==> src/rtl/mem_seq_pkg.sv <==
// Shared phase map, E/Q windows and rate-mode encoding for mem_slot_sequencer.
package mem_seq_pkg;

  typedef enum logic {
    MODE_NORMAL = 1'b0,
    MODE_FAST   = 1'b1
  } mode_e;

  // Normal rate: 16 phases per E cycle
  localparam logic [3:0] PH_VID_ADDR = 4'd2;
  localparam logic [3:0] PH_VID_CAP  = 4'd4;
  localparam logic [3:0] PH_CPU_ADDR = 4'd10;
  localparam logic [3:0] PH_CPU_END  = 4'd15;
  localparam logic [3:0] PH_LAST     = 4'd15;
  localparam logic [3:0] Q_LO        = 4'd4;
  localparam logic [3:0] Q_HI        = 4'd11;
  localparam logic [3:0] E_LO        = 4'd8;
  localparam logic [3:0] E_HI        = 4'd15;

  // Fast rate: 8 phases per E cycle, CPU only
  localparam logic [3:0] PH_F_CPU_ADDR = 4'd2;
  localparam logic [3:0] PH_F_CPU_END  = 4'd7;
  localparam logic [3:0] PH_F_LAST     = 4'd7;
  localparam logic [3:0] F_Q_LO        = 4'd2;
  localparam logic [3:0] F_Q_HI        = 4'd5;
  localparam logic [3:0] F_E_LO        = 4'd4;
  localparam logic [3:0] F_E_HI        = 4'd7;

  function automatic logic in_window(input logic [3:0] ph, input logic [3:0] lo,
                                     input logic [3:0] hi);
    return (ph >= lo) && (ph <= hi);
  endfunction

endpackage

==> src/rtl/mem_slot_sequencer_rr_arbiter.sv <==
// Combinational round-robin pick: first requester above ptr_i (mod NUM_VID).
module rr_arbiter #(
  parameter int NUM_VID = 2,
  parameter int IDX_W   = (NUM_VID > 1) ? $clog2(NUM_VID) : 1
) (
  input  logic [NUM_VID-1:0] req_i,
  input  logic [IDX_W-1:0]   ptr_i,
  output logic [IDX_W-1:0]   gnt_idx_o,
  output logic               gnt_vld_o
);

  always_comb begin
    gnt_idx_o = ptr_i;
    gnt_vld_o = 1'b0;
    for (int off = 1; off <= NUM_VID; off++) begin
      for (int i = 0; i < NUM_VID; i++) begin
        if (!gnt_vld_o && req_i[i] && (((int'(ptr_i) + off) % NUM_VID) == i)) begin
          gnt_vld_o = 1'b1;
          gnt_idx_o = IDX_W'(i);
        end
      end
    end
  end

endmodule

==> src/rtl/mem_slot_sequencer.sv <==
// Tick divider, 6809E E/Q generator and CPU/video RAM slot interleaver; fixed capture points.
// Optional MEM_SEQ_WRITE_PROTECT_EN blocks CPU writes at or above WP_BASE and flags them on wp_hit.
module mem_slot_sequencer
  import mem_seq_pkg::*;
#(
  parameter int                DIV     = 4,
  parameter int                ADDR_W  = 16,
  parameter int                DATA_W  = 8,
  parameter int                NUM_VID = 2,
  parameter logic [ADDR_W-1:0] WP_BASE = 16'h8000
) (
  input  logic                      clk,
  input  logic                      reset,
  output logic                      tick,
  input  logic                      fast,
  output logic                      e,
  output logic                      q,
  input  logic [ADDR_W-1:0]         cpu_addr,
  input  logic                      cpu_we,
  input  logic [DATA_W-1:0]         cpu_wdata,
  output logic [DATA_W-1:0]         cpu_rdata,
  input  logic [NUM_VID-1:0]        vid_req,
  input  logic [NUM_VID*ADDR_W-1:0] vid_addr,
  output logic [NUM_VID-1:0]        vid_ack,
  output logic [DATA_W-1:0]         vid_data,
  output logic [ADDR_W-1:0]         ram_addr,
  output logic                      ram_we,
  output logic [DATA_W-1:0]         ram_wdata,
  input  logic [DATA_W-1:0]         ram_rdata,
  output logic                      wp_hit
);

  localparam int DIV_W = (DIV > 1) ? $clog2(DIV) : 1;
  localparam int IDX_W = (NUM_VID > 1) ? $clog2(NUM_VID) : 1;

  logic [DIV_W-1:0]   div_q, div_d;
  logic [3:0]         ph_q, ph_d, ph_next;
  mode_e              mode_q, mode_d;
  logic [IDX_W-1:0]   ptr_q, ptr_d, gnt_idx_q, gnt_idx_d, arb_idx;
  logic               gnt_vld_q, gnt_vld_d, arb_vld;
  logic               cpu_we_q, cpu_we_d;
  logic [ADDR_W-1:0]  ram_addr_q, ram_addr_d, vid_sel_addr;
  logic [DATA_W-1:0]  ram_wdata_q, ram_wdata_d;
  logic [DATA_W-1:0]  cpu_rdata_q, cpu_rdata_d;
  logic [DATA_W-1:0]  vid_data_q, vid_data_d;
  logic [NUM_VID-1:0] vid_ack_q, vid_ack_d;
  logic               tick_w, is_fast, wrap, wr_slot;
  logic               at_vid_addr, at_vid_cap, at_cpu_addr, at_cpu_end;

  assign tick_w  = (div_q == DIV_W'(DIV - 1));
  assign is_fast = (mode_q == MODE_FAST);
  assign ph_next = ph_q + 4'd1;
  assign wrap    = tick_w && (ph_q == (is_fast ? PH_F_LAST : PH_LAST));

  // at_* flags: the current tick moves ph into the named phase
  assign at_vid_addr = tick_w && !is_fast && (ph_next == PH_VID_ADDR);
  assign at_vid_cap  = tick_w && !is_fast && (ph_next == PH_VID_CAP);
  assign at_cpu_addr = tick_w && (ph_next == (is_fast ? PH_F_CPU_ADDR : PH_CPU_ADDR));
  assign at_cpu_end  = tick_w && (ph_next == (is_fast ? PH_F_CPU_END : PH_CPU_END));
  assign wr_slot     = at_cpu_end && cpu_we_q;

  rr_arbiter #(
    .NUM_VID (NUM_VID),
    .IDX_W   (IDX_W)
  ) u_arb (
    .req_i     (vid_req),
    .ptr_i     (ptr_q),
    .gnt_idx_o (arb_idx),
    .gnt_vld_o (arb_vld)
  );

  always_comb begin
    vid_sel_addr = '0;
    for (int i = 0; i < NUM_VID; i++) begin
      if (arb_idx == IDX_W'(i)) vid_sel_addr = vid_addr[i*ADDR_W +: ADDR_W];
    end
  end

  always_comb begin
    div_d       = tick_w ? '0 : div_q + 1'b1;
    ph_d        = ph_q;
    mode_d      = mode_q;
    ptr_d       = ptr_q;
    gnt_vld_d   = gnt_vld_q;
    gnt_idx_d   = gnt_idx_q;
    cpu_we_d    = cpu_we_q;
    ram_addr_d  = ram_addr_q;
    ram_wdata_d = ram_wdata_q;
    cpu_rdata_d = cpu_rdata_q;
    vid_data_d  = vid_data_q;
    vid_ack_d   = '0;

    if (tick_w) ph_d = wrap ? 4'd0 : ph_next;
    // Rate changes only at the wrap so an E period is never cut short
    if (wrap) mode_d = fast ? MODE_FAST : MODE_NORMAL;

    if (at_vid_addr) begin
      gnt_vld_d = arb_vld;
      if (arb_vld) begin
        ptr_d      = arb_idx;
        gnt_idx_d  = arb_idx;
        ram_addr_d = vid_sel_addr;
      end
    end

    if (at_vid_cap && gnt_vld_q) begin
      vid_data_d = ram_rdata;
      gnt_vld_d  = 1'b0;
      for (int i = 0; i < NUM_VID; i++) begin
        vid_ack_d[i] = (gnt_idx_q == IDX_W'(i));
      end
    end

    if (at_cpu_addr) begin
      ram_addr_d  = cpu_addr;
      ram_wdata_d = cpu_wdata;
      cpu_we_d    = cpu_we;
    end

    if (at_cpu_end) begin
      if (!cpu_we_q) cpu_rdata_d = ram_rdata;
      cpu_we_d = 1'b0;
    end
  end

  always_ff @(posedge clk or negedge reset) begin
    if (!reset) begin
      div_q       <= '0;
      ph_q        <= 4'd0;
      mode_q      <= MODE_NORMAL;
      ptr_q       <= IDX_W'(NUM_VID - 1);
      gnt_vld_q   <= 1'b0;
      gnt_idx_q   <= '0;
      cpu_we_q    <= 1'b0;
      ram_addr_q  <= '0;
      ram_wdata_q <= '0;
      cpu_rdata_q <= '0;
      vid_data_q  <= '0;
      vid_ack_q   <= '0;
    end else begin
      div_q       <= div_d;
      ph_q        <= ph_d;
      mode_q      <= mode_d;
      ptr_q       <= ptr_d;
      gnt_vld_q   <= gnt_vld_d;
      gnt_idx_q   <= gnt_idx_d;
      cpu_we_q    <= cpu_we_d;
      ram_addr_q  <= ram_addr_d;
      ram_wdata_q <= ram_wdata_d;
      cpu_rdata_q <= cpu_rdata_d;
      vid_data_q  <= vid_data_d;
      vid_ack_q   <= vid_ack_d;
    end
  end

`ifdef MEM_SEQ_WRITE_PROTECT_EN
  logic wp_blk;
  // ram_addr_q still holds the CPU address from the address phase
  assign wp_blk = (ram_addr_q >= WP_BASE);
  assign ram_we = wr_slot && !wp_blk;
  assign wp_hit = wr_slot && wp_blk;
`else
  logic wp_base_unused;
  assign wp_base_unused = ^WP_BASE;
  assign ram_we = wr_slot;
  assign wp_hit = 1'b0;
`endif

  assign tick      = tick_w;
  assign q         = is_fast ? in_window(ph_q, F_Q_LO, F_Q_HI) : in_window(ph_q, Q_LO, Q_HI);
  assign e         = is_fast ? in_window(ph_q, F_E_LO, F_E_HI) : in_window(ph_q, E_LO, E_HI);
  assign cpu_rdata = cpu_rdata_q;
  assign vid_ack   = vid_ack_q;
  assign vid_data  = vid_data_q;
  assign ram_addr  = ram_addr_q;
  assign ram_wdata = ram_wdata_q;

endmodule

==> config.mk <==
export PLATFORM = sky130hd
export DESIGN_NAME = mem_slot_sequencer
export DESIGN_NICKNAME = d
export VERILOG_FILES = /design/src/rtl/mem_seq_pkg.sv /design/src/rtl/mem_slot_sequencer_rr_arbiter.sv /design/src/rtl/mem_slot_sequencer.sv
export SDC_FILE = /design/constraint.sdc
export NUM_CORES = 1
export LEC_CHECK = 0
export BUFFER_PORTS_ARGS = -buffer_cell sky130_fd_sc_hd__buf_2
export CAP_MARGIN = 20
export CORE_AREA = 2 2 83 85
export CTS_CLUSTER_DIAMETER = 80
export CTS_CLUSTER_SIZE = 30
export DETAILED_ROUTE_END_ITERATION = 10
export DIE_AREA = 0 0 85 87
export PLACE_DENSITY_LB_ADDON = 0.05
export RECOVER_POWER = 50
export SKIP_LAST_GASP = 1
export SLEW_MARGIN = 15
export SYNTH_ARGS = -nofsm -noshare
export SYNTH_HDL_FRONTEND = slang
export SYNTH_HIERARCHICAL = 1
export SYNTH_SLANG_ARGS = --single-unit
==> constraint.sdc <==
create_clock -name clk -period 2.4 [get_ports clk]
set_clock_uncertainty 0.2 [all_clocks]
set_input_delay 0.12 -clock clk [delete_from_list [all_inputs] [get_ports clk]]
set_output_delay 0.12 -clock clk [all_outputs]
set_load 0.02 [all_outputs]
Yosys cells after proc, flatten, opt, wreduce, memory -nomap -nowiden
Cells that the tools add are included.

operators by class
  multipliers = 0
  shift-type cells = 0
  multiplexer cells = 24
  reductions and logical operators = 32
  $add $sub $neg = 4
  $lt $le $gt $ge = 7
  divide/modulo/power cells = 0
  bitwise operators = 4
  equality and inequality tests = 8

operator list
  kind                 number
  $logic_not 32->1     2
  $mux 16              4
  $logic_and 1x1->1    19
  $mux 1               15
  $eq 4x4->1           3
  $mux 4               3
  $le 4x3->1 const B   2
  $le 4x4->1 const B   2
  $reduce_bool 2->1    4
  $eq 2x2->1 const B   3
  $reduce_and 2->1     3
  $add 4x1->4 const B  1
  $eq 4x2->1 const B   1
  $eq 4x3->1 const B   1
  $ge 4x2->1 const B   1
  $ge 4x3->1 const B   1
  $ge 4x4->1 const B   1
  $logic_not 1->1      4
  $mux 2               2
  $add 1x1->1 const B  2
  $add 2x1->2 const B  1
  $and 1x1->1 const A  2
  $not 1->1            2

word-level totals
  word-level logic and storage cells = 91
  ROM bits = 0
  bits in writable memories = 0
  output and inout port bits = 47
  bits in registers = 53
  latch bits = 0
  memories = 0
  input port bits = 70

Logic depth before layout (Yosys ltp)
  depth after elaboration = 21
  gate-level depth with buffers = 7
  mapped depth without buffers = 6

Cells and area by module
Netlist, hierarchy kept.

by module, submodules not included
  module              times used  area each (um^2)  sequential area each (um^2)  cells each
  mem_slot_sequencer  1           2693.8            1327.5                       204
  rr_arbiter          1           15.0              0.0                          3

Worst setup path before layout
Ideal clock, no wire load.

  path kind = reg2reg
  start point = register ptr_q
  end point = register ram_addr_q[10], in the netlist ram_addr[10]
  setup time = 0.126 ns
  data arrival time = 1.941 ns
  stages on the path, launching flop included = 7
  period minus slack after synthesis = 2.267 ns
  path slack = 0.133 ns
  path buffers = 2
  cell sequence = dfstp_2 nor2_1 a21oi_1 clkbuf_1 clkbuf_1 mux2_2 a221o_1

on the way
  longest elaborated chain between the ends = 21
  elaborated cells on any way between the ends = 32
  those cells by class = add/sub: 2; eq/ne: 2; mux: 12; bitwise: 2; reduce/logical: 14

RTL lines
  what                            RTL line                             RTL
  start, declared                 mem_slot_sequencer.sv:39             logic [IDX_W-1:0] ptr_q, ptr_d, gnt_idx_q, gnt_idx_d, arb_idx;
  start signal, assigned          mem_slot_sequencer.sv:131            ptr_q <= IDX_W'(NUM_VID - 1);
  start signal, assigned          mem_slot_sequencer.sv:144            ptr_q <= ptr_d;
  $add 1x1->1                     mem_slot_sequencer_rr_arbiter.sv:17  if (!gnt_vld_o && req_i[i] && (((int'(ptr_i) + off) % NUM_VID) == i)) begin
  $and 1x1->1 (no line)           --
  $logic_not 32->1                mem_slot_sequencer_rr_arbiter.sv:17
  $logic_and 1x1->1               mem_slot_sequencer_rr_arbiter.sv:17
  $mux 1                          mem_slot_sequencer_rr_arbiter.sv:17
  $logic_not 1->1                 mem_slot_sequencer_rr_arbiter.sv:17
  $logic_and 1x1->1 (2 in a row)  mem_slot_sequencer_rr_arbiter.sv:17
  $mux 1                          mem_slot_sequencer_rr_arbiter.sv:17
  [... 4 more ...]                --
  $logic_not 1->1                 mem_slot_sequencer_rr_arbiter.sv:17
  $logic_and 1x1->1 (2 in a row)  mem_slot_sequencer_rr_arbiter.sv:17
  $mux 1 *                        mem_slot_sequencer_rr_arbiter.sv:17
  named net arb_idx               mem_slot_sequencer.sv:39
  $mux 16 *                       mem_slot_sequencer.sv:75             if (arb_idx == IDX_W'(i)) vid_sel_addr = vid_addr[i*ADDR_W +: ADDR_W];
  $mux 16 *                       mem_slot_sequencer.sv:99             if (arb_vld) begin
  $mux 16 *                       mem_slot_sequencer.sv:97             if (at_vid_addr) begin
  $mux 16 *                       mem_slot_sequencer.sv:114            if (at_cpu_addr) begin
  end signal, assigned            mem_slot_sequencer.sv:148            ram_addr_q <= ram_addr_d;
  end, declared                   mem_slot_sequencer.sv:42             logic [ADDR_W-1:0] ram_addr_q, ram_addr_d, vid_sel_addr;

Mark *: on every way through the listed nets, which the timed path passes. The rest lies on a longest branch. The select of a mux whose other input is x is not followed.
A chain may end at the register's enable or synchronous reset.

Final worst setup path
  start point = register ptr_q
  end point = register ram_addr_q[1], in the netlist ram_addr[1]

Same word-level chain as after synthesis.

==> results.tsv <==
stage	metric	value	unit
logic_synthesis	synth.avg_cell_area	13.1	µm²
finish	final_net_count	477	
finish	nFillCells	545	
logic_synthesis	yosys_register_bits	53	
logic_synthesis	syn-num-nets	285	
sta	min_period	2.29	ns
die	core_region_area	6570	µm²
global_routing	grt_pass1_wl	11800	µm
clocking	root_buffer	clkbuf_8	
global_routing	grtUsageTotal	0.203	
power_and_ir_drop	finalPower	1.83	mW
sta	finalSetupViolations	0	
flow_run	max_cap_violations	0	
routing	dr_total_vias	2371	
clocking	cts_tree	built	
placed_design	dpl.hpwl	4710	µm
logic_synthesis	syn-cell-area	2710	µm²
power_and_ir_drop	power_density	437	nW/µm²
logic_synthesis	ys_async_sr_fraction	1.00	
clocking	path_clk_slew	0.10	ns
global_routing	grt_pass1_vias	2495	
logic_synthesis	synth_xor_area_frac	0.0291	
logic_synthesis	synthSimpleGateAreaFrac	0.122	
worst_setup_path	crit_path_start_kind	register	
finish	fin_util	0.636	
sta	maxSlewViolCount	0	
logic_synthesis	synth_cell_types	47	
sta	rsz0062_at_grt	false	
routing	first_pass_iters	4	
placed_design	place_ws	0.0922	ns
routing	drc	0	
power_and_ir_drop	ir_drop	0.000330	V
die	initial_core_util	0.412	
run_status	status	finished, final reports clean	
logic_synthesis	synth-compound-area-share	0.103	
worst_setup_path	critPathKind	reg2reg	
finish	drive_gt1_frac	0.408	
routing	ant_nets	0	
placed_design	io_buffers	115	
sta	finalHoldViolations	0	
min_path	hold_path.class	in2reg	
placed_design	place_area	3430	µm²
sta	finalSetupTns	0	ns
worst_setup_path	slowest_stage	dlygate4sd3_1	
routing	drt-initial-drc-count	115	
routing	drt-total-wl	7360	µm
worst_setup_path	crit_chain	nor2_1, a21oi_2, mux2_2, dlygate4sd3_1, a221o_1	
finish	multi_input_area	1310	µm²
clocking	cts_buffer_depth	2	
placed_design	gp_congestion	0.750	
logic_synthesis	yosysSeqAreaShare	0.490	
die	die_w	85	µm
sta	slew_headroom	0.498	
finish	final_cell_mix	buf_2, dlygate4sd3_1, dfrtp_1, mux2_2, clkbuf_1	
clocking	insertion_delay	0.31	ns
clocking	htreeDepth	2	
die	rows	30	
sta	max_freq	0.438	GHz
power_and_ir_drop	leakage	2.01	nW
finish	final_cell_area	4180	µm²
worst_setup_path	cp_slowest_stage_delay	0.56	ns
logic_synthesis	synth_fa_ha_area_frac	0.0370	
sta	period_share	0.952	
logic_synthesis	synth-edff-count	0	
sta	tightest_slew	0.752	ns
finish	regArea	1330	µm²
global_routing	antenna_found_initial	0	
clocking	cts_buffers	5	
die	dieArea	7400	µm²
logic_synthesis	synth-main-ff-cell	dfrtp_1	
sta	finalWorstSetupSlack	0.115	ns
worst_setup_path	regToRegSetupSlack	0.11	ns
finish	area_growth	54.2	%
worst_setup_path	critical_path_peak_fanout	4	
finish	layout_commonest_cell	buf_2	
placed_design	dp_cells	404	
clocking	cts.sinks	53	
worst_setup_path	cp.arrival	2.28	ns
global_routing	overflow	0	
die	chipHeight	87	µm
logic_synthesis	synth.area.mux_share	0.186	
worst_setup_path	worstSetupEndpointType	register	
sta	fin_hold_ws	0.0675	ns
die	io_pins	117	
finish	antenna_cells	0	
logic_synthesis	synth_top_family_by_area	multiplexers	
global_routing	grt_max_degree	25	
worst_setup_path	required	2.40	ns
logic_synthesis	synthesis.instances	207	
routing	wire_per_inst	15.3	µm
logic_synthesis	yosys_warnings	6	
finish	stdcell_count	480	
routing	routed_via_density	4.94	
-- per-layer routing --
layer | wire length, µm | GRT usage
met5 | 0 | 0
met4 | 148 | 0.0664
met3 | 404 | 0.0379
met2 | 3740 | 0.374
met1 | 3070 | 0.238
-- state kept, by name (all words and copies together) (netlist names) --
name / count
cpu_rdata: 8
cpu_we_q: 1
div_q: 2
gnt_idx_q: 1
gnt_vld_q: 1
is_fast: 1
ph_q: 4
ptr_q: 1
ram_addr: 16
ram_wdata: 8
vid_ack: 2
vid_data: 8
-- final timing paths --
kind / from / to / cells after the start
max: ptr_q$_DFFE_PN1P_ / ram_addr[1]$_DFFE_PN0P_ / 5
min: vid_req[0] / ptr_q$_DFFE_PN1P_ / 3
max reg2reg: ptr_q$_DFFE_PN1P_ / ram_addr[1]$_DFFE_PN0P_ / 5
min reg2reg: div_q[0]$_DFF_PN0_ / div_q[0]$_DFF_PN0_ / 1
max in group asynchronous: reset / vid_data[5]$_DFFE_PN0P_ / 3
min in group asynchronous: reset / ram_addr[2]$_DFFE_PN0P_ / 2
-- cell families after synthesis --
logic type / count (synthesis)
AO/OA/AOI/OAI: 32
XOR/XNOR: 6
adder cells (fa/ha/maj): 8
buffers and inverters: 16
flip-flops: 53
multiplexers: 42
other: 1
AND/OR/NAND/NOR: 49
-- worst max-delay path: cells and delay by family, from the launching register on --
family	cells	cell delay, ns
buffers and inverters	1	0.56
flip-flops	1	0.55
AO/OA/AOI/OAI	2	0.47
multiplexers	1	0.35
AND/OR/NAND/NOR	1	0.05
-- layout make-up --
class                           instances  share of cell area
Timing Repair Buffer                  198               0.322
Sequential cell                        53               0.318
Clock inverter                          2             0.00329
Tap cell                               80              0.0240
Multi-Input combinational cell        138               0.313
Inverter                                3             0.00270
Clock buffer                            6              0.0174
-- power by group --
group,leakage [nW],internal [mW],total (mW),switching [mW]
Clock,0.0456,0.209,0.515,0.306
Combinational,1.33,0.202,0.353,0.151
Sequential,0.629,0.935,0.958,0.0227
-- repair_timing --
action	CTS	global route
hold buffers	67	0
resized for setup	0	2
setup buffers	0	1
endpoints found under the setup margin	0	25
hold endpoints to repair	94	0
-- synth_stat cells (all sizes together), types with 3 or more instances --
library cell	number	area, µm²
xnor2	4	61.3
nand3	5	30.0
buf	8	56.3
dfrtp	52	1300
a21oi	4	20.0
mux2	42	503
nor2	5	18.8
clkbuf	5	18.8
nand2	7	28.8
inv	3	11.3
o21ai	5	25.0
and3	18	113
a221o	16	160
ha	8	100
Power figures use the tool's default switching activity.
